==> config.mk <==
export PLATFORM = sky130hd
export DESIGN_NAME = axi_wr_burst_tx_flat
export DESIGN_NICKNAME = d
export VERILOG_FILES = /design/src/rtl/axi_pkg.sv /design/src/rtl/axi_wr_burst_tx_if.sv /design/src/rtl/axi_wr_burst_tx.sv /design/src/flat_wrapper.sv
export SDC_FILE = /design/constraint.sdc
export NUM_CORES = 1
export LEC_CHECK = 0
export CAP_MARGIN = 30
export CORE_MARGIN = 2
export CORE_UTILIZATION = 36
export CTS_CLUSTER_DIAMETER = 100
export CTS_CLUSTER_SIZE = 30
export DETAILED_ROUTE_END_ITERATION = 6
export PLACE_DENSITY = 0.84
export SYNTH_ARGS = -nofsm -noshare
export SYNTH_HDL_FRONTEND = slang
export SYNTH_SLANG_ARGS = --single-unit
==> constraint.sdc <==
create_clock -name clk -period 2.8 [get_ports clk]
set_clock_uncertainty 0.2 [all_clocks]
set_input_delay 0.84 -clock clk [delete_from_list [all_inputs] [get_ports clk]]
set_output_delay 0.84 -clock clk [all_outputs]
set_load 0.02 [all_outputs]
==> src/rtl/axi_pkg.sv <==
// Shared AXI4 encodings and the write-burst transmitter FSM state type.
package axi_pkg;

    localparam logic [1:0] AXI_BURST_INCR = 2'b01;

    localparam logic [1:0] AXI_RESP_OKAY   = 2'b00;
    localparam logic [1:0] AXI_RESP_EXOKAY = 2'b01;
    localparam logic [1:0] AXI_RESP_SLVERR = 2'b10;
    localparam logic [1:0] AXI_RESP_DECERR = 2'b11;

    typedef enum logic [1:0] {
        TX_IDLE = 2'd0,
        TX_ADDR = 2'd1,
        TX_DATA = 2'd2,
        TX_RESP = 2'd3
    } tx_state_e;

endpackage

==> src/rtl/axi_wr_burst_tx_if.sv <==
// FIFO-head and AXI4 write-channel bundle between the burst transmitter and its environment.
interface axi_wr_burst_tx_if #(
    parameter int unsigned ADDR_WIDTH = 32,
    parameter int unsigned DATA_WIDTH = 32,
    parameter int unsigned LEN_WIDTH  = 8
);
    localparam int unsigned CMD_WIDTH  = ADDR_WIDTH + LEN_WIDTH;
    localparam int unsigned STRB_WIDTH = DATA_WIDTH / 8;

    logic                  cmd_empty;
    logic [CMD_WIDTH-1:0]  cmd_head;
    logic                  cmd_rd_en;
    logic                  dat_empty;
    logic [DATA_WIDTH-1:0] dat_head;
    logic                  dat_rd_en;

    logic [ADDR_WIDTH-1:0] awaddr;
    logic [LEN_WIDTH-1:0]  awlen;
    logic [2:0]            awsize;
    logic [1:0]            awburst;
    logic                  awvalid;
    logic                  awready;
    logic [DATA_WIDTH-1:0] wdata;
    logic [STRB_WIDTH-1:0] wstrb;
    logic                  wlast;
    logic                  wvalid;
    logic                  wready;
    logic [1:0]            bresp;
    logic                  bvalid;
    logic                  bready;

    modport master (
        input  cmd_empty, cmd_head, dat_empty, dat_head, awready, wready, bresp, bvalid,
        output cmd_rd_en, dat_rd_en, awaddr, awlen, awsize, awburst, awvalid,
               wdata, wstrb, wlast, wvalid, bready
    );

    modport slave (
        output cmd_empty, cmd_head, dat_empty, dat_head, awready, wready, bresp, bvalid,
        input  cmd_rd_en, dat_rd_en, awaddr, awlen, awsize, awburst, awvalid,
               wdata, wstrb, wlast, wvalid, bready
    );

endinterface

==> src/rtl/axi_wr_burst_tx.sv <==
// AXI4 write-burst transmitter: pops {addr,len} and data beats from FIFO heads, issues one
// INCR burst at a time on AW/W and reports the B response.
module axi_wr_burst_tx
    import axi_pkg::*;
#(
    parameter int unsigned ADDR_WIDTH = 32,
    parameter int unsigned DATA_WIDTH = 32,
    parameter int unsigned LEN_WIDTH  = 8
) (
    input  logic              clk,
    input  logic              clr,
    axi_wr_burst_tx_if.master bus,
    output logic              busy,
    output logic              burst_done,
    output logic              resp_err
);
    localparam int unsigned CMD_WIDTH  = ADDR_WIDTH + LEN_WIDTH;
    localparam int unsigned STRB_WIDTH = DATA_WIDTH / 8;
    localparam logic [2:0]  AW_SIZE    = 3'($clog2(STRB_WIDTH));

    tx_state_e             state_q, state_d;
    logic [ADDR_WIDTH-1:0] awaddr_q, awaddr_d;
    logic [LEN_WIDTH-1:0]  awlen_q, awlen_d;
    logic [LEN_WIDTH-1:0]  beat_cnt_q, beat_cnt_d;

    logic cmd_rd_en, dat_rd_en, awvalid, wvalid, wlast, bready;

    always_ff @(posedge clk or negedge clr) begin
        if (!clr) begin
            state_q    <= TX_IDLE;
            awaddr_q   <= '0;
            awlen_q    <= '0;
            beat_cnt_q <= '0;
        end else begin
            state_q    <= state_d;
            awaddr_q   <= awaddr_d;
            awlen_q    <= awlen_d;
            beat_cnt_q <= beat_cnt_d;
        end
    end

    always_comb begin
        state_d    = state_q;
        awaddr_d   = awaddr_q;
        awlen_d    = awlen_q;
        beat_cnt_d = beat_cnt_q;
        cmd_rd_en  = 1'b0;
        dat_rd_en  = 1'b0;
        awvalid    = 1'b0;
        wvalid     = 1'b0;
        wlast      = 1'b0;
        bready     = 1'b0;
        burst_done = 1'b0;
        resp_err   = 1'b0;
        unique case (state_q)
            TX_IDLE: begin
                if (!bus.cmd_empty) begin
                    cmd_rd_en  = 1'b1;
                    awaddr_d   = bus.cmd_head[CMD_WIDTH-1:LEN_WIDTH];
                    awlen_d    = bus.cmd_head[LEN_WIDTH-1:0];
                    beat_cnt_d = '0;
                    state_d    = TX_ADDR;
                end
            end
            TX_ADDR: begin
                awvalid = 1'b1;
                if (bus.awready) state_d = TX_DATA;
            end
            TX_DATA: begin
                // The head only changes on a pop, so wvalid cannot fall once raised.
                wvalid = !bus.dat_empty;
                wlast  = (beat_cnt_q == awlen_q);
                if (wvalid && bus.wready) begin
                    dat_rd_en = 1'b1;
                    if (wlast) state_d = TX_RESP;
                    else       beat_cnt_d = beat_cnt_q + 1'b1;
                end
            end
            TX_RESP: begin
                bready = 1'b1;
                if (bus.bvalid) begin
                    burst_done = 1'b1;
                    resp_err   = bus.bresp[1];
                    state_d    = TX_IDLE;
                end
            end
            default: state_d = TX_IDLE;
        endcase
    end

    assign busy          = (state_q != TX_IDLE);
    assign bus.cmd_rd_en = cmd_rd_en;
    assign bus.dat_rd_en = dat_rd_en;
    assign bus.awaddr    = awaddr_q;
    assign bus.awlen     = awlen_q;
    assign bus.awsize    = AW_SIZE;
    assign bus.awburst   = AXI_BURST_INCR;
    assign bus.awvalid   = awvalid;
    assign bus.wdata     = bus.dat_head;
    assign bus.wstrb     = {STRB_WIDTH{1'b1}};
    assign bus.wlast     = wlast;
    assign bus.wvalid    = wvalid;
    assign bus.bready    = bready;

endmodule

==> src/flat_wrapper.sv <==
// flat-port wrapper written by rule: the top's interface ports become plain ports
module axi_wr_burst_tx_flat import axi_pkg::*;
#(
    parameter int unsigned ADDR_WIDTH = 32,
    parameter int unsigned DATA_WIDTH = 32,
    parameter int unsigned LEN_WIDTH  = 8
)
  (clk, clr, busy, burst_done, resp_err, bus_cmd_empty, bus_cmd_head, bus_dat_empty, bus_dat_head, bus_awready, bus_wready, bus_bresp, bus_bvalid, bus_cmd_rd_en, bus_dat_rd_en, bus_awaddr, bus_awlen, bus_awsize, bus_awburst, bus_awvalid, bus_wdata, bus_wstrb, bus_wlast, bus_wvalid, bus_bready);
  axi_wr_burst_tx_if #(.ADDR_WIDTH(ADDR_WIDTH), .DATA_WIDTH(DATA_WIDTH), .LEN_WIDTH(LEN_WIDTH)) bus_i ();
  input  logic clk;
  input  logic clr;
  output logic busy;
  output logic burst_done;
  output logic resp_err;
  input wire logic [$bits(bus_i.cmd_empty)-1:0] bus_cmd_empty;
  input wire logic [$bits(bus_i.cmd_head)-1:0] bus_cmd_head;
  input wire logic [$bits(bus_i.dat_empty)-1:0] bus_dat_empty;
  input wire logic [$bits(bus_i.dat_head)-1:0] bus_dat_head;
  input wire logic [$bits(bus_i.awready)-1:0] bus_awready;
  input wire logic [$bits(bus_i.wready)-1:0] bus_wready;
  input wire logic [$bits(bus_i.bresp)-1:0] bus_bresp;
  input wire logic [$bits(bus_i.bvalid)-1:0] bus_bvalid;
  output wire logic [$bits(bus_i.cmd_rd_en)-1:0] bus_cmd_rd_en;
  output wire logic [$bits(bus_i.dat_rd_en)-1:0] bus_dat_rd_en;
  output wire logic [$bits(bus_i.awaddr)-1:0] bus_awaddr;
  output wire logic [$bits(bus_i.awlen)-1:0] bus_awlen;
  output wire logic [$bits(bus_i.awsize)-1:0] bus_awsize;
  output wire logic [$bits(bus_i.awburst)-1:0] bus_awburst;
  output wire logic [$bits(bus_i.awvalid)-1:0] bus_awvalid;
  output wire logic [$bits(bus_i.wdata)-1:0] bus_wdata;
  output wire logic [$bits(bus_i.wstrb)-1:0] bus_wstrb;
  output wire logic [$bits(bus_i.wlast)-1:0] bus_wlast;
  output wire logic [$bits(bus_i.wvalid)-1:0] bus_wvalid;
  output wire logic [$bits(bus_i.bready)-1:0] bus_bready;
  assign bus_i.cmd_empty = bus_cmd_empty;
  assign bus_i.cmd_head = bus_cmd_head;
  assign bus_i.dat_empty = bus_dat_empty;
  assign bus_i.dat_head = bus_dat_head;
  assign bus_i.awready = bus_awready;
  assign bus_i.wready = bus_wready;
  assign bus_i.bresp = bus_bresp;
  assign bus_i.bvalid = bus_bvalid;
  assign bus_cmd_rd_en = bus_i.cmd_rd_en;
  assign bus_dat_rd_en = bus_i.dat_rd_en;
  assign bus_awaddr = bus_i.awaddr;
  assign bus_awlen = bus_i.awlen;
  assign bus_awsize = bus_i.awsize;
  assign bus_awburst = bus_i.awburst;
  assign bus_awvalid = bus_i.awvalid;
  assign bus_wdata = bus_i.wdata;
  assign bus_wstrb = bus_i.wstrb;
  assign bus_wlast = bus_i.wlast;
  assign bus_wvalid = bus_i.wvalid;
  assign bus_bready = bus_i.bready;
  axi_wr_burst_tx #(.ADDR_WIDTH(ADDR_WIDTH), .DATA_WIDTH(DATA_WIDTH), .LEN_WIDTH(LEN_WIDTH)) u_core (.clk(clk), .clr(clr), .bus(bus_i), .busy(busy), .burst_done(burst_done), .resp_err(resp_err));
endmodule
## Yosys cells after proc, flatten, opt, wreduce, memory -nomap -nowiden

Index checks and enable logic that the tools add are counted.

| word-level totals | value |
|---|---|
| flip-flop bits (word level) | 50 |
| logic and storage cells | 46 |

| cells by class | value |
|---|---|
| add/subtract/negate cells | 1 |
| muxes and demuxes | 22 |
| bitwise operators | 1 |
| equal/unequal tests | 10 |
| reductions and logical operators | 8 |

Operator list:

| kind | number |
|---|---|
| 8-bit two-way mux | 3 |
| 8-bit case mux with 2 select lines | 1 |
| 1-bit two-way mux | 12 |
| 2-bit two-way mux | 5 |
| 8-bit by 1-bit adder with 8-bit output (second input constant) | 1 |
| 8-bit equality test | 1 |
| 2-bit inequality test (second input constant) | 4 |
| 2-bit case mux with 4 select lines | 1 |
| 5-bit AND reduction | 1 |
| 2-bit equality test (second input constant) | 2 |
| 2-bit by 1-bit inequality test with 1-bit output (second input constant) | 2 |
| 4-bit AND reduction | 1 |
| 2-bit nonzero test | 2 |
| 2-bit by 1-bit equality test with 1-bit output (second input constant) | 1 |
| 2-bit logical NOT | 1 |
| 2-bit AND reduction | 1 |
| 1-bit logical AND | 1 |
| 1-bit logical NOT | 1 |
| 1-bit NOT | 1 |

## Longest topological paths before layout

Gate-level depths: netlist (run 1).

| depth | value |
|---|---|
| word-level depth | 4 |
| depth in mapped cells | 8 |
| gate-level depth less buffers | 7 |

## Worst setup path before layout (run 1)

OpenSTA, ideal clock, no wires.

| timing | value |
|---|---|
| path type | register to output |
| from | register u_core.beat_cnt_q[0] |
| to | output port bus_wlast |
| data arrival time | 1.558 ns |
| setup slack | 0.202 ns |
| stages on the path, launching flop included | 6 |
| data required time | 1.760 ns |
| path through | dfrtp_1 > buf_2 > xor2_1 > nor4_2 > nand2_2 > nor2_1 |

| between the ends | value |
|---|---|
| cells in the longest elaborated chain, start to end | 2 |

RTL lines:

| element | RTL line | text |
|---|---|---|
| start, declared | axi_wr_burst_tx.sv:24 | `logic [LEN_WIDTH-1:0] beat_cnt_q, beat_cnt_d;` |
| start signal, assigned | axi_wr_burst_tx.sv:38 | `beat_cnt_q <= beat_cnt_d;` |
| 8-bit equality test | axi_wr_burst_tx.sv:72 | `wlast = (beat_cnt_q == awlen_q);` |
| 1-bit two-way mux | axi_wr_burst_tx.sv:55 | `unique case (state_q)` |
| end, declared | flat_wrapper.sv:32 | `output wire logic [$bits(bus_i.wlast)-1:0] bus_wlast;` |

No other way between the ends.

## Final worst setup path (run 1)

| timing | value |
|---|---|
| from | input port bus_cmd_empty |
| to | output port bus_cmd_rd_en |

| between the ends | value |
|---|---|
| cells in the longest elaborated chain, start to end | 2 |

RTL lines:

| element | RTL line | text |
|---|---|---|
| start, declared | flat_wrapper.sv:15 | `input wire logic [$bits(bus_i.cmd_empty)-1:0] bus_cmd_empty;` |
| 1-bit two-way mux | axi_wr_burst_tx.sv:57 | `if (!bus.cmd_empty) begin` |
| 1-bit two-way mux | axi_wr_burst_tx.sv:55 |  |
| end, declared | flat_wrapper.sv:23 | `output wire logic [$bits(bus_i.cmd_rd_en)-1:0] bus_cmd_rd_en;` |

No other way between the ends.

==> flow_summary.yaml, run 1 <==
global_routing:
  grt_util_all_layers_pct: 15.20
  grt_pass1_vias: 2005
  grt_overflow_total: 0
  grt_first_pass_wirelength_um: 9356
  grt_start_max_net_pins: 51
  grt_antenna_before_repair: 0
detailed_routing:
  route.detailed.drc: 0
  postRouteWirelength_um: 5781
  wl_per_cell_um: 14.45
  drt-vias-per-instance: 4.725
  drtAntennaViolNets: 0
  first_pass_iteration_count_of_the_detailed_router: 4
  route.vias.total: 1890
  dr.first_iter.drc_count: 128
sta:
  fin_crit_sh_pct: 98.94
  final-hold-violation-count: 0
  unrepaired_setup_endpoints_after_global_routing: "false"
  period_minus_slack_ps: 2770
  timing_worst_slew_pin_value_ps: 634.4
  timing.final.max_slew_violations: 0
  timing.fmax_mhz: 361.0
  hold_ws_ps: 309.0
  setup_viol: 0
  slew_headroom_pct: 57.70
power:
  pwr_density_cell_mw_per_mm2: 1137
  lkg_pwr_nw: 1.570
  clk_network_pwr_share_pct: 12.5
  intPower_mw: 2.570
  sequentialPowerShare_pct: 31.2
  max-vdd-ir-drop_mv: 0.5176
  power.net_switching_mw: 1.549
  swShare_pct: 37.60
  comb_power_share_pct: 56.3
die:
  initial_core_util_pct: 37.80
  ios: 171
  die-width_um: 88.92
  floorplan.rows: 30
  core_area_sq_mm: 0.006869
  die_height_um: 88.92
  dieArea_sq_mm: 0.007907
hold_path:
  worstHoldStart: "u_core.bus.awaddr[0]$_DFFE_PN0P_"
  whs_path_depth: 1
  hold-path-endpoint: "u_core.bus.awaddr[0]$_DFFE_PN0P_"
  timing.hold.worst.class: "reg2reg"
clock_tree:
  clock_sinks: 50
  postCtsHoldBufs: 0
  cts.htree.levels: 2
  number_of_buffers_between_clock_root_and_the_deepest_sink: 2
  clk_latency_ps: 290
  cts_made_buffers: 5
  clock_root_buffer_master: "clkbuf_8"
  tritoncts: "yes"
  worst_setup_hold_path_clk_slew_ps: 90
final_layout:
  fin_cells: 400
  finalInstanceArea_sq_mm: 0.003623
  final_layout_size_suffix_gt1_share_pct: 26.97
  nets: 391
  antenna-diode-count: 0
  area_delta_synth_final_pct: 39.57
synthesis:
  synth_seq_area_share_pct: 48.19
  synth_cell_type_count: 36
  synth_cells: 222
  post_synthesis_sequential_element_count: 50
  yosysWarnings: 0
  async_sr_flop_fraction_pct: 100.0
  syn_avg_cell_area_sq_um: 11.69
  post_synth_instance_area_sq_mm: 0.002596
  postSynth.topFlopCell: "dfrtp_1"
  synth_edf_count: 0
critical_path:
  critPathLaunchType: "primary input"
  count_of_cells_along_the_worst_register_to_register_path: 8
  rr_endpoint: "u_core.beat_cnt_q[6]$_DFFE_PN0P_"
  cp.arrival_ps: 1730
  timing.critical_path.to_type: "output pin"
  maximum_fanout_encountered_on_the_critical_timing_path: 2
  r2r_setup_slack_ps: 600
  path_type_of_the_worst_setup_path: "in2out"
  cp.required_ps: 1760
  critical_path.reg2reg.startpoint: "u_core.state_q[0]$_DFFE_PN0P_"
placed_design:
  port_buffers: 96
  number_of_cells_after_detailed_placement: 390
  dpl.hpwl_um: 4335
  routabilityCongestion: 0.8778
  placement.cell_area_sq_mm: 0.003503
run_status:
  run_status: "complete, no violations"
job:
  drv_cap: 0
[stage by stage]
stage               setup WS [ps]  power (mW)  setup TNS, ps  utilization (%)
floorplan                   201.6       2.603              0                -
global route                9.982       4.395              0            52.75
CTS                         27.61       4.159              0            52.62
detailed placement         -339.8       3.621          -1532            51.00
global placement           -316.8       3.550          -1396            51.00
finish                      29.55       4.119              0            52.75
[power by group through the flow]
stage	clock network (mW)	logic (mW)	registers, mW
after global routing	0.561	2.49	1.34
after CTS	0.535	2.33	1.30
after floorplan	0	0.944	1.66
after global placement	0	2.26	1.29
after detailed placement	0	2.31	1.31
final	0.515	2.32	1.29
[worst max path at each step]
stage	startpoint	endpoint	slack, ps	cells after the start
4_1_cts	bus_cmd_empty	bus_cmd_rd_en	30	3
3_5_place_dp	bus_dat_empty	bus_dat_rd_en	-340	4
3_3_place_gp	bus_dat_empty	bus_dat_rd_en	-320	4
5_1_grt	bus_bvalid	resp_err	10	3
6_report	bus_cmd_empty	bus_cmd_rd_en	30	3
2_1_floorplan	u_core.beat_cnt_q[0]$_DFFE_PN0P_	bus_wlast	200	5
[synthesized netlist by cell type, types with 4 or more instances]
master	count	area, sq um
buf_4	41	307.8
clkbuf_1	6	22.52
dfrtp_1	50	1251
ha_1	6	75.07
inv_1	6	22.52
mux2_2	41	461.7
nand2_1	9	33.78
nand3_1	9	45.04
nor2_1	5	18.77
o21ai_0	4	20.02
xor2_1	8	70.07
[logic make-up (layout without fill, tap and decap cells)]
kind of cell | Yosys count | in the layout | synth area share, %
buffers and inverters | 56 | 131 | 14.17
DFF | 50 | 50 | 48.19
muxes | 42 | 42 | 18.17
and+or+nand+nor | 37 | 37 | 7.808
AOI/OAI and AO/OA | 21 | 21 | 5.784
xor gates and xnor gates | 8 | 8 | 2.699
adders and majority gates | 6 | 6 | 2.891
other | 2 | 9 | 0.2893
[worst max-delay path, cell delays in order]
cell	delay [ps]
clkdlybuf4s50_1	470
nor2_4	140
clkdlybuf4s15_2	270
[metal layers]
layer | global-route usage [%] | up-vias | wire length (um)
met4 | 5.510 | 0 | 102
met1 | 16.87 | 922 | 2095
met3 | 5.355 | 12 | 568
met2 | 26.87 | 80 | 3016
li1 | - | 876 | -
met5 | 0 | - | 0
[state kept, by name, summed over array words and instances, names as in the netlist]
| signal | cells |
|---|---|
| u_core.state_q | 2 |
| u_core.bus.awaddr | 32 |
| u_core.beat_cnt_q | 8 |
| u_core.bus.awlen | 8 |
[layout make-up]
class / count / area, sq um
inverters: 6 / 22.52
well taps: 96 / 120.1
multi-input cells: 123 / 1011
fillers: 599 / 3246
clock inverters: 1 / 30.03
repair buffers: 118 / 1106
flip-flops and latches: 50 / 1251
clock buffers: 6 / 82.58
[cell usage in the layout (no fill, tap or decap), types with 2 or more instances in the layout]
master           count
clkdlybuf4s50_1     88
dfrtp_1             50
mux2_2              41
buf_4               22
nand3_1              9
nand2_1              9
conb_1               9
xor2_1               8
inv_1                6
ha_1                 6
clkbuf_8             6
nor2_1               4
o21ai_0              4
buf_2                4
and2_1               3
a21oi_1              3
or4_1                3
nor4_2               2
o311ai_0             2
o211ai_1             2
a22o_1               2
clkdlybuf4s15_2      2
dlygate4sd2_1        2
[what timing repair did]
action,CTS,global route
setup endpoints to repair,7,2
resized for setup,19,1
pin swaps,1,0
buffers inserted,1,2
Power figures use the tool's default switching activity.
==> run 2, diff against run 1 <==
--- a/config.mk
+++ b/config.mk
@@ -7,11 +7,12 @@
 export LEC_CHECK = 0
 export CAP_MARGIN = 30
 export CORE_MARGIN = 2
-export CORE_UTILIZATION = 36
+export CORE_UTILIZATION = 55
 export CTS_CLUSTER_DIAMETER = 100
 export CTS_CLUSTER_SIZE = 30
 export DETAILED_ROUTE_END_ITERATION = 6
-export PLACE_DENSITY = 0.84
+export DONT_BUFFER_PORTS = 1
+export PLACE_DENSITY = 0.74
 export SYNTH_ARGS = -nofsm -noshare
 export SYNTH_HDL_FRONTEND = slang
 export SYNTH_SLANG_ARGS = --single-unit
==> run 2 against run 1 <==
  * Global-route usage is 3.0 points higher
  * Core utilization rose by 5.6 points
  * Wire length fell by 17%
  * Fmax up 1.1%
  * Largest cell class unchanged
  * Critical path depth up 2
  * Flip-flop and latch count did not move
==> flow_summary.yaml, run 2 (synthesized netlist as in run 1, its figures left out) <==
die:
  die-width_um: 72.71
  core_area_sq_mm: 0.004444
  die_height_um: 72.71
  initial_core_util_pct: 58.42
  ios: 171
  dieArea_sq_mm: 0.005286
  floorplan.rows: 24
critical_path:
  endpoint: "bus_wlast"
  crit_cells: 5
  path_type_of_the_worst_setup_path: "reg2out"
  slowest_stage: "dfrtp_2"
  crit_path_max_incr_delay_ps: 490
  maximum_fanout_encountered_on_the_critical_timing_path: 3
  worstPathBufferInverterCount: 1
  r2r_setup_slack_ps: 460
  cp.arrival_ps: 1700
  cp.required_ps: 1760
  count_of_cells_along_the_worst_register_to_register_path: 6
  critPathLaunchType: "register"
  cp_cell_sequence: "xor2_2 -> nor4_4 -> nand2_2 -> nor2_4 -> buf_6"
  critical_path.reg2reg.startpoint: "u_core.state_q[1]$_DFFE_PN0P_"
  rr_endpoint: "u_core.bus.awaddr[14]$_DFFE_PN0P_"
  timing.critical_path.to_type: "output pin"
  worst_setup_path_startpoint: "u_core.bus.awlen[7]$_DFFE_PN0P_"
  cp_top_family: "simple AND/OR/NAND/NOR gates"
detailed_routing:
  first_pass_iteration_count_of_the_detailed_router: 4
  route.detailed.drc: 0
  route.vias.total: 1477
  postRouteWirelength_um: 4807
  wl_per_cell_um: 19.15
  drt-vias-per-instance: 5.884
  drtAntennaViolNets: 0
  dr.first_iter.drc_count: 97
sta:
  hold_ws_ps: 20.03
  final-hold-violation-count: 0
  slew_headroom_pct: 51.17
  timing.final.max_slew_violations: 0
  setup_viol: 0
  period_minus_slack_ps: 2740
  fin_crit_sh_pct: 97.85
  timing.fmax_mhz: 365.0
  timing_worst_slew_pin_value_ps: 730.1
clock_tree:
  tritoncts: "yes"
  cts_made_buffers: 5
  clk_latency_ps: 300
  cts.htree.levels: 2
  clock_root_buffer_master: "clkbuf_8"
  number_of_buffers_between_clock_root_and_the_deepest_sink: 2
  clock_sinks: 50
  worst_setup_hold_path_clk_slew_ps: 90
global_routing:
  grt_start_max_net_pins: 51
  grt_antenna_before_repair: 1
  grtUsageMet2_pct: 29.19
  grt_pass1_vias: 1517
  groute.layer.met1.usage_pct: 21.24
  grt_overflow_total: 0
  grt_use_met3_pct: 8.011
  grt_first_pass_wirelength_um: 7258
  grt_util_all_layers_pct: 18.23
  gr-max-usage-layer: "met2"
final_layout:
  flip_flop_count_of_the_largest_register_all_copies_and_words_added: 32
  nets: 285
  filler_cell_count: 375
  antenna-diode-count: 0
  layout_common_cells: "45 x dfrtp_1, 41 x mux2_2, 10 x buf_4"
  mostFrequentLayoutCell: "dfrtp_1"
  fin_cells: 251
  area_delta_synth_final_pct: -0.1926
  final_layout_size_suffix_gt1_share_pct: 37.19
hold_path:
  timing.hold.worst.class: "in2async"
power:
  sequentialPowerShare_pct: 52.3
  clk_network_pwr_share_pct: 13.5
  intPower_mw: 1.852
  comb_power_share_pct: 34.2
  totalPowerFinal_mw: 3.336
  lkg_pwr_nw: 1.125
  swShare_pct: 44.48
  pwr_density_cell_mw_per_mm2: 1287
  max-vdd-ir-drop_mv: 0.6072
  power.net_switching_mw: 1.484
placed_design:
  routabilityCongestion: 0.8460
  number_of_cells_after_detailed_placement: 241
  dpl.hpwl_um: 3452
  port_buffers: 0
job:
  drv_cap: 0
run_status:
  run_status: "complete, no violations"
## run 2: changes by cell type in the layout (fill, tap and decap cells not counted), moves of 2 or more
cell,before,now
clkdlybuf4s15_2,2,0
nor4_4,0,2
buf_4,22,10
xor2_1,8,6
buf_2,4,0
dfrtp_1,50,45
xor2_2,0,2
dlygate4sd2_1,2,0
clkdlybuf4s50_1,88,0
dfrtp_2,0,5
nor4_2,2,0
## run 2: area by class of cell
class                   count  area [sq um]  share of cell area [%]
clock inverters             2         16.27                  0.6277
flip-flops and latches     50          1257                   48.53
multi-input cells         123          1051                   40.56
clock buffers               6         82.58                   3.187
inverters                   6         22.52                  0.8691
well taps                  52         65.06                   2.511
repair buffers             12         96.34                   3.718
## run 2: worst register-to-register path, cell delays in order, from the launching register on
cell and delay [ps]:
dfrtp_1 430, inv_1 120, ha_1 200, inv_1 150, nor2_4 420, buf_4 340
mux2_2 370
## run 2: power groups by stage
stage / clock network, mW / registers [mW] / logic, mW
3_5_place_dp: 0 / 1.75 / 1.08
3_3_place_gp: 0 / 1.74 / 1.03
6_report: 0.452 / 1.74 / 1.14
5_1_grt: 0.490 / 1.80 / 1.25
2_1_floorplan: 0 / 1.66 / 0.944
4_1_cts: 0.460 / 1.74 / 1.09
## run 2: layer usage
layer	vias to the layer above	share of wire (%)
met2	89	50
li1	662	-
met1	710	39
met5	-	0.23
met4	2	1.6
met3	14	9.9
## run 2: worst min-delay path by stage
stage | end | slack [ps] | start
2_1_floorplan | u_core.beat_cnt_q[6]$_DFFE_PN0P_ | 280 | u_core.beat_cnt_q[6]$_DFFE_PN0P_
3_3_place_gp | u_core.beat_cnt_q[6]$_DFFE_PN0P_ | 310 | u_core.beat_cnt_q[6]$_DFFE_PN0P_
3_5_place_dp | u_core.beat_cnt_q[6]$_DFFE_PN0P_ | 330 | u_core.beat_cnt_q[6]$_DFFE_PN0P_
4_1_cts | u_core.beat_cnt_q[0]$_DFFE_PN0P_ | 10 | clr
5_1_grt | u_core.beat_cnt_q[2]$_DFFE_PN0P_ | 2 | clr
6_report | u_core.beat_cnt_q[2]$_DFFE_PN0P_ | 20 | clr
## run 2: repair_timing
item	CTS	global route
endpoints found under the setup margin	1	1
hold buffers	0	1
resized for setup	2	10
pin swaps	2	4
setup buffers	1	0
hold endpoints to repair	0	16
## run 2: through the flow
| stage | TNS [ps] | cell area [sq um] | util [%] | setup WS [ps] |
|---|---|---|---|---|
| final | 0 | 2591 | 58.31 | 60.28 |
| after global routing | -4.740 | 2591 | 58.31 | -4.740 |
| after floorplan | 0 | 2623 | - | 201.6 |
| after global placement | 0 | 2425 | 54.56 | 281.2 |
| after detailed placement | 0 | 2425 | 54.56 | 260.7 |
| after CTS | 0 | 2534 | 57.01 | 35.64 |
==> run 3, diff against run 2 <==
--- a/config.mk
+++ b/config.mk
@@ -5,7 +5,7 @@
 export SDC_FILE = /design/constraint.sdc
 export NUM_CORES = 1
 export LEC_CHECK = 0
-export CAP_MARGIN = 30
+export CAP_MARGIN = 20
 export CORE_MARGIN = 2
 export CORE_UTILIZATION = 55
 export CTS_CLUSTER_DIAMETER = 100
==> results of run 3 <==
The final DEF is identical to that of run 2; final timing and power are the same.
==> RTL change 1 (settings of run 3) <==
Register the output `resp_err`, cleared by the reset; this adds one clock of latency there. The other outputs are not delayed to match.
--- a/src/rtl/axi_wr_burst_tx.sv
+++ b/src/rtl/axi_wr_burst_tx.sv
@@ -17,6 +17,8 @@
     localparam int unsigned CMD_WIDTH  = ADDR_WIDTH + LEN_WIDTH;
     localparam int unsigned STRB_WIDTH = DATA_WIDTH / 8;
     localparam logic [2:0]  AW_SIZE    = 3'($clog2(STRB_WIDTH));
+
+    logic resp_err_d;
 
     tx_state_e             state_q, state_d;
     logic [ADDR_WIDTH-1:0] awaddr_q, awaddr_d;
@@ -51,7 +53,7 @@
         wlast      = 1'b0;
         bready     = 1'b0;
         burst_done = 1'b0;
-        resp_err   = 1'b0;
+        resp_err_d = 1'b0;
         unique case (state_q)
             TX_IDLE: begin
                 if (!bus.cmd_empty) begin
@@ -80,7 +82,7 @@
                 bready = 1'b1;
                 if (bus.bvalid) begin
                     burst_done = 1'b1;
-                    resp_err   = bus.bresp[1];
+                    resp_err_d = bus.bresp[1];
                     state_d    = TX_IDLE;
                 end
             end
@@ -102,5 +104,13 @@
     assign bus.wvalid    = wvalid;
     assign bus.bready    = bready;
 
+    always_ff @(posedge clk or negedge clr) begin
+        if (!clr) begin
+            resp_err <= '0;
+        end else begin
+            resp_err <= resp_err_d;
+        end
+    end
+
 endmodule
 
Function: changed (a bounded check fails within 4 cycles, from zero or initial values).
==> RTL change 1 against run 3 <==
  * Power shrank 5.2%
  * Sequential share of layout area grew 1.1 points
  * Design area shrank 0.34%
  * Synthesized area grew 2.1%
  * Sequential cell count increased by 1
  * Highest routed layer is now met4
  * Critical path depth did not move
  * Wire length shrank 0.48%
  * Setup slack better by 0.041 ns
  * Utilization shrank 3.3 points
==> RTL change 1: results (changes against run 3) <==
Final hold slack -> 0.02434 ns (+0.004309 ns)
Hpwl dp -> 3463 um (+0.31%)
Initial antenna violation count -> 0 (-1)
Vias/cell -> 5.940 (+0.94%)
Worst EP arrival -> 1.66 ns (-0.04 ns)
Largest stage delay on the critical path -> 0.49 ns (about the same)
Post-Layout Cell Count -> 248 (-1.2%)
Share of layout cells above drive strength 1 -> 37.11% (-0.073 points)
WL final -> 4784 um (-0.48%)
Pleak -> 1.183 nW (+5.1%)
Reg2reg start -> u_core.state_q[0]
Sequential area share after synthesis -> 48.16% (about the same)
Synth cell types -> 41 (+14%)
Initial DRC Count -> 130 (+34%)
R2R setup slack -> 0.37 ns (-0.09 ns)
Total GRT Usage -> 17.98% (-0.25 points)
Vias in the first global route -> 1534 (+1.1%)
Status -> complete, no violations
Mux contribution to synthesized area -> 17.80% (-0.37 points)
Post-Synth Adder-Cell Area -> 2.833% (-0.059 points)
Final period util -> 96.40% (-1.4 points)
Worst setup startpoint -> u_core.bus.awlen[6]
CP max FO -> 3 (unchanged)
Placer congestion estimate -> 0.9059 (+7.1%)
Synth Area in XOR/XNOR -> 2.644% (-0.055 points)
Peak supply drop -> 0.5877 mV (-3.2%)
Placed cells -> 236 (-2.1%)
Synth top area cells -> dfrtp_1 (48%), mux2_2 (17%), buf_4 (12%)
NumNets Final -> 280 (-1.8%)
Worst slack, placed -> 0.3210 ns (+0.06034 ns)
Largest net degree at the start of global routing -> 52 (+2.0%)
Mean post-synth cell area -> 12.10 um^2 (+3.5%)
Top cell type by total area after synthesis -> dfrtp_1
Resized cells post-CTS -> 0 (-2)
FF-to-FF End -> u_core.beat_cnt_q[6]
First-pass GRT wire length -> 7334 um (+1.0%)
Placed Area -> 2435 um^2 (+0.41%)
NetSw -> 1.390 mW (-6.3%)
Synth cell count leaders -> dfrtp_1 (51), buf_4 (41), mux2_2 (41)
R2R cell count -> 8 (+2)
CP max stage cell -> dfrtp_1
Post-synthesis compound-gate area fraction -> 6.232% (+0.45 points)
[RTL change 1: final cells by class]
type	count	area, um^2
Tap cell	54	67.56
Sequential cell	51	1281
Clock inverter	3	22.52
Inverter	7	26.28
Multi-Input combinational cell	120	1054
Timing Repair Buffer	8	62.56
Fill cell	412	2110
Clock buffer	5	68.82
[RTL change 1: metal layers]
| layer | up-vias | GRT usage (%) | wire length [um] |
|---|---|---|---|
| met5 | - | 0 | 0 |
| met4 | 0 | 7.071 | 63 |
| met3 | 9 | 8.093 | 534 |
| met2 | 81 | 28.83 | 2385 |
| met1 | 727 | 21.17 | 1800 |
| li1 | 656 | - | - |
[RTL change 1: power by group through the flow]
| stage | combinational [mW] | sequential (mW) | clock, mW |
|---|---|---|---|
| floorplan | 0.891 | 1.66 | 0 |
| CTS | 0.968 | 1.74 | 0.442 |
| global placement | 0.904 | 1.73 | 0 |
| detailed placement | 0.960 | 1.75 | 0 |
| global route | 1.11 | 1.79 | 0.472 |
| finish | 1.00 | 1.74 | 0.424 |
==> RTL change 2 (flow settings as in run 3) <==
Without the edit above. `ADDR_WIDTH` is set to 32 in 3 places; all go to 64.
--- a/src/rtl/axi_wr_burst_tx_if.sv
+++ b/src/rtl/axi_wr_burst_tx_if.sv
@@ -1,6 +1,6 @@
 // FIFO-head and AXI4 write-channel bundle between the burst transmitter and its environment.
 interface axi_wr_burst_tx_if #(
-    parameter int unsigned ADDR_WIDTH = 32,
+    parameter int unsigned ADDR_WIDTH = 64,
     parameter int unsigned DATA_WIDTH = 32,
     parameter int unsigned LEN_WIDTH  = 8
 );
--- a/src/rtl/axi_wr_burst_tx.sv
+++ b/src/rtl/axi_wr_burst_tx.sv
@@ -3,7 +3,7 @@
 module axi_wr_burst_tx
     import axi_pkg::*;
 #(
-    parameter int unsigned ADDR_WIDTH = 32,
+    parameter int unsigned ADDR_WIDTH = 64,
     parameter int unsigned DATA_WIDTH = 32,
     parameter int unsigned LEN_WIDTH  = 8
 ) (
--- a/src/flat_wrapper.sv
+++ b/src/flat_wrapper.sv
@@ -1,7 +1,7 @@
 // flat-port wrapper written by rule: the top's interface ports become plain ports
 module axi_wr_burst_tx_flat import axi_pkg::*;
 #(
-    parameter int unsigned ADDR_WIDTH = 32,
+    parameter int unsigned ADDR_WIDTH = 64,
     parameter int unsigned DATA_WIDTH = 32,
     parameter int unsigned LEN_WIDTH  = 8
 )
Interface: changed (resized bus_awaddr and bus_cmd_head); port bits go from 171 to 235. No check against the original RTL was run, so the function may have changed too.
==> RTL change 2 against run 3 <==
  * The flow now finishes with violations (hold timing)
  * Critical path depth is 1 lower
  * Synthesized cell count is 29% higher
  * Power is 60% higher
  * Design area is 49% higher
  * Count of clock-buffer cells in the layout is 3 higher
  * Synthesized area is 47% higher
  * Setup slack better by 0.079 ns
  * Sequential cell count is 32 higher
  * Wire length is 46% higher
  * Critical path type unchanged
  * Highest routed layer is now met4
==> RTL change 2: results (changes against run 3) <==
Synth Area in XOR/XNOR -> 2.031% (-0.67 points)
Non-Clock Buffer Count -> 7 (-5)
Inverters -> 7 (+1)
Worst path top cell family by delay -> flip-flops
Seq pwr -> 2.94 mW (+69%)
Largest net degree at the start of global routing -> 83 (+63%)
Filler cells -> 549 (+46%)
Resized cells post-CTS -> 0 (-2)
Final Hold Vio Count -> 31 (+31)
Share of layout cells above drive strength 1 -> 37.88% (+0.69 points)
Post-Synth Adder-Cell Area -> 1.965% (-0.93 points)
Synth cell types -> 37 (+2.8%)
Multi-In Gates -> 152 (+24%)
Failing checks -> hold timing
Hpwl dp -> 4905 um (+42%)
Initial DRC Count -> 90 (-7.2%)
Seq area share -> 53.14% (+4.6 points)
Sw frac -> 40.89% (-3.6 points)
Final hold slack -> -0.02048 ns (-0.04051 ns)
Mux contribution to synthesized area -> 21.62% (+3.4 points)
CP max stage cell -> dfrtp_1
Initial antenna violation count -> 0 (-1)
Multi-input gate area -> 1389 um^2 (+32%)
Placed Area -> 3612 um^2 (+49%)
FF-to-FF End -> u_core.bus.awaddr[1]
Largest register FFs -> 64 (+100%)
NumNets Final -> 378 (+33%)
Cts bufs inserted -> 9 (+4)
Combinational Power Share -> 25.7% (-8.5 points)
ClkCell Share -> 6.254% (+2.4 points)
Reg2reg start -> u_core.state_q[0]
Worst EP arrival -> 1.62 ns (-0.08 ns)
Vias/cell -> 5.866 (-0.31%)
Status -> finished with violations
Mean post-synth cell area -> 13.36 um^2 (+14%)
Vias in the first global route -> 2078 (+37%)
First-pass GRT wire length -> 10330 um (+42%)
P_int -> 3.149 mW (+70%)
Post-synthesis compound-gate area fraction -> 4.193% (-1.6 points)
Final setup fails -> 0 (unchanged)
Avg WL per Cell -> 20.43 um (+6.7%)
Placer congestion estimate -> 0.8025 (-5.1%)
Non-clock buffer share -> 1.361% (-2.4 points)
Total GRT Usage -> 17.84% (-0.38 points)
Worst-Skew Late Latency -> 0.34 ns (+0.04 ns)
R2R setup slack -> 0.33 ns (-0.13 ns)
CTS sink count -> 82 (+64%)
Synth cell count leaders -> dfrtp_1 (82), mux2_2 (66), buf_4 (48)
Post-Layout Cell Count -> 344 (+37%)
RTL change 2: cell types whose count changed after synthesis, sizes merged, moves of 4 or more:
cell and change:
clkbuf -6, xnor2 +8, dfrtp +32, mux2 +32, buf +8, xor2 -8
o211ai +5, a21oi -4
RTL change 2: per-layer routing:
layer	vias to the layer above	track usage, %	routed length (um)
met5	-	0	0
met4	0	8.811	140
met3	18	7.204	663
met2	117	26.52	3417
met1	994	22.63	2806
li1	889	-	-
RTL change 2: worst max path at each step:
stage / from / endpoint / slack (ns) / cells past startpoint
3_3_place_gp: u_core.state_q[1] / u_core.bus.awaddr[53] / 0.36 / 6
2_1_floorplan: bus_dat_empty / bus_dat_rd_en / 0.32 / 2
4_1_cts: u_core.bus.awlen[1] / bus_wlast / 0.1 / 4
6_report: u_core.state_q[0] / bus_cmd_rd_en / 0.14 / 4
3_5_place_dp: u_core.state_q[0] / u_core.bus.awaddr[1] / 0.33 / 6
5_1_grt: u_core.state_q[1] / bus_cmd_rd_en / 0.02 / 4
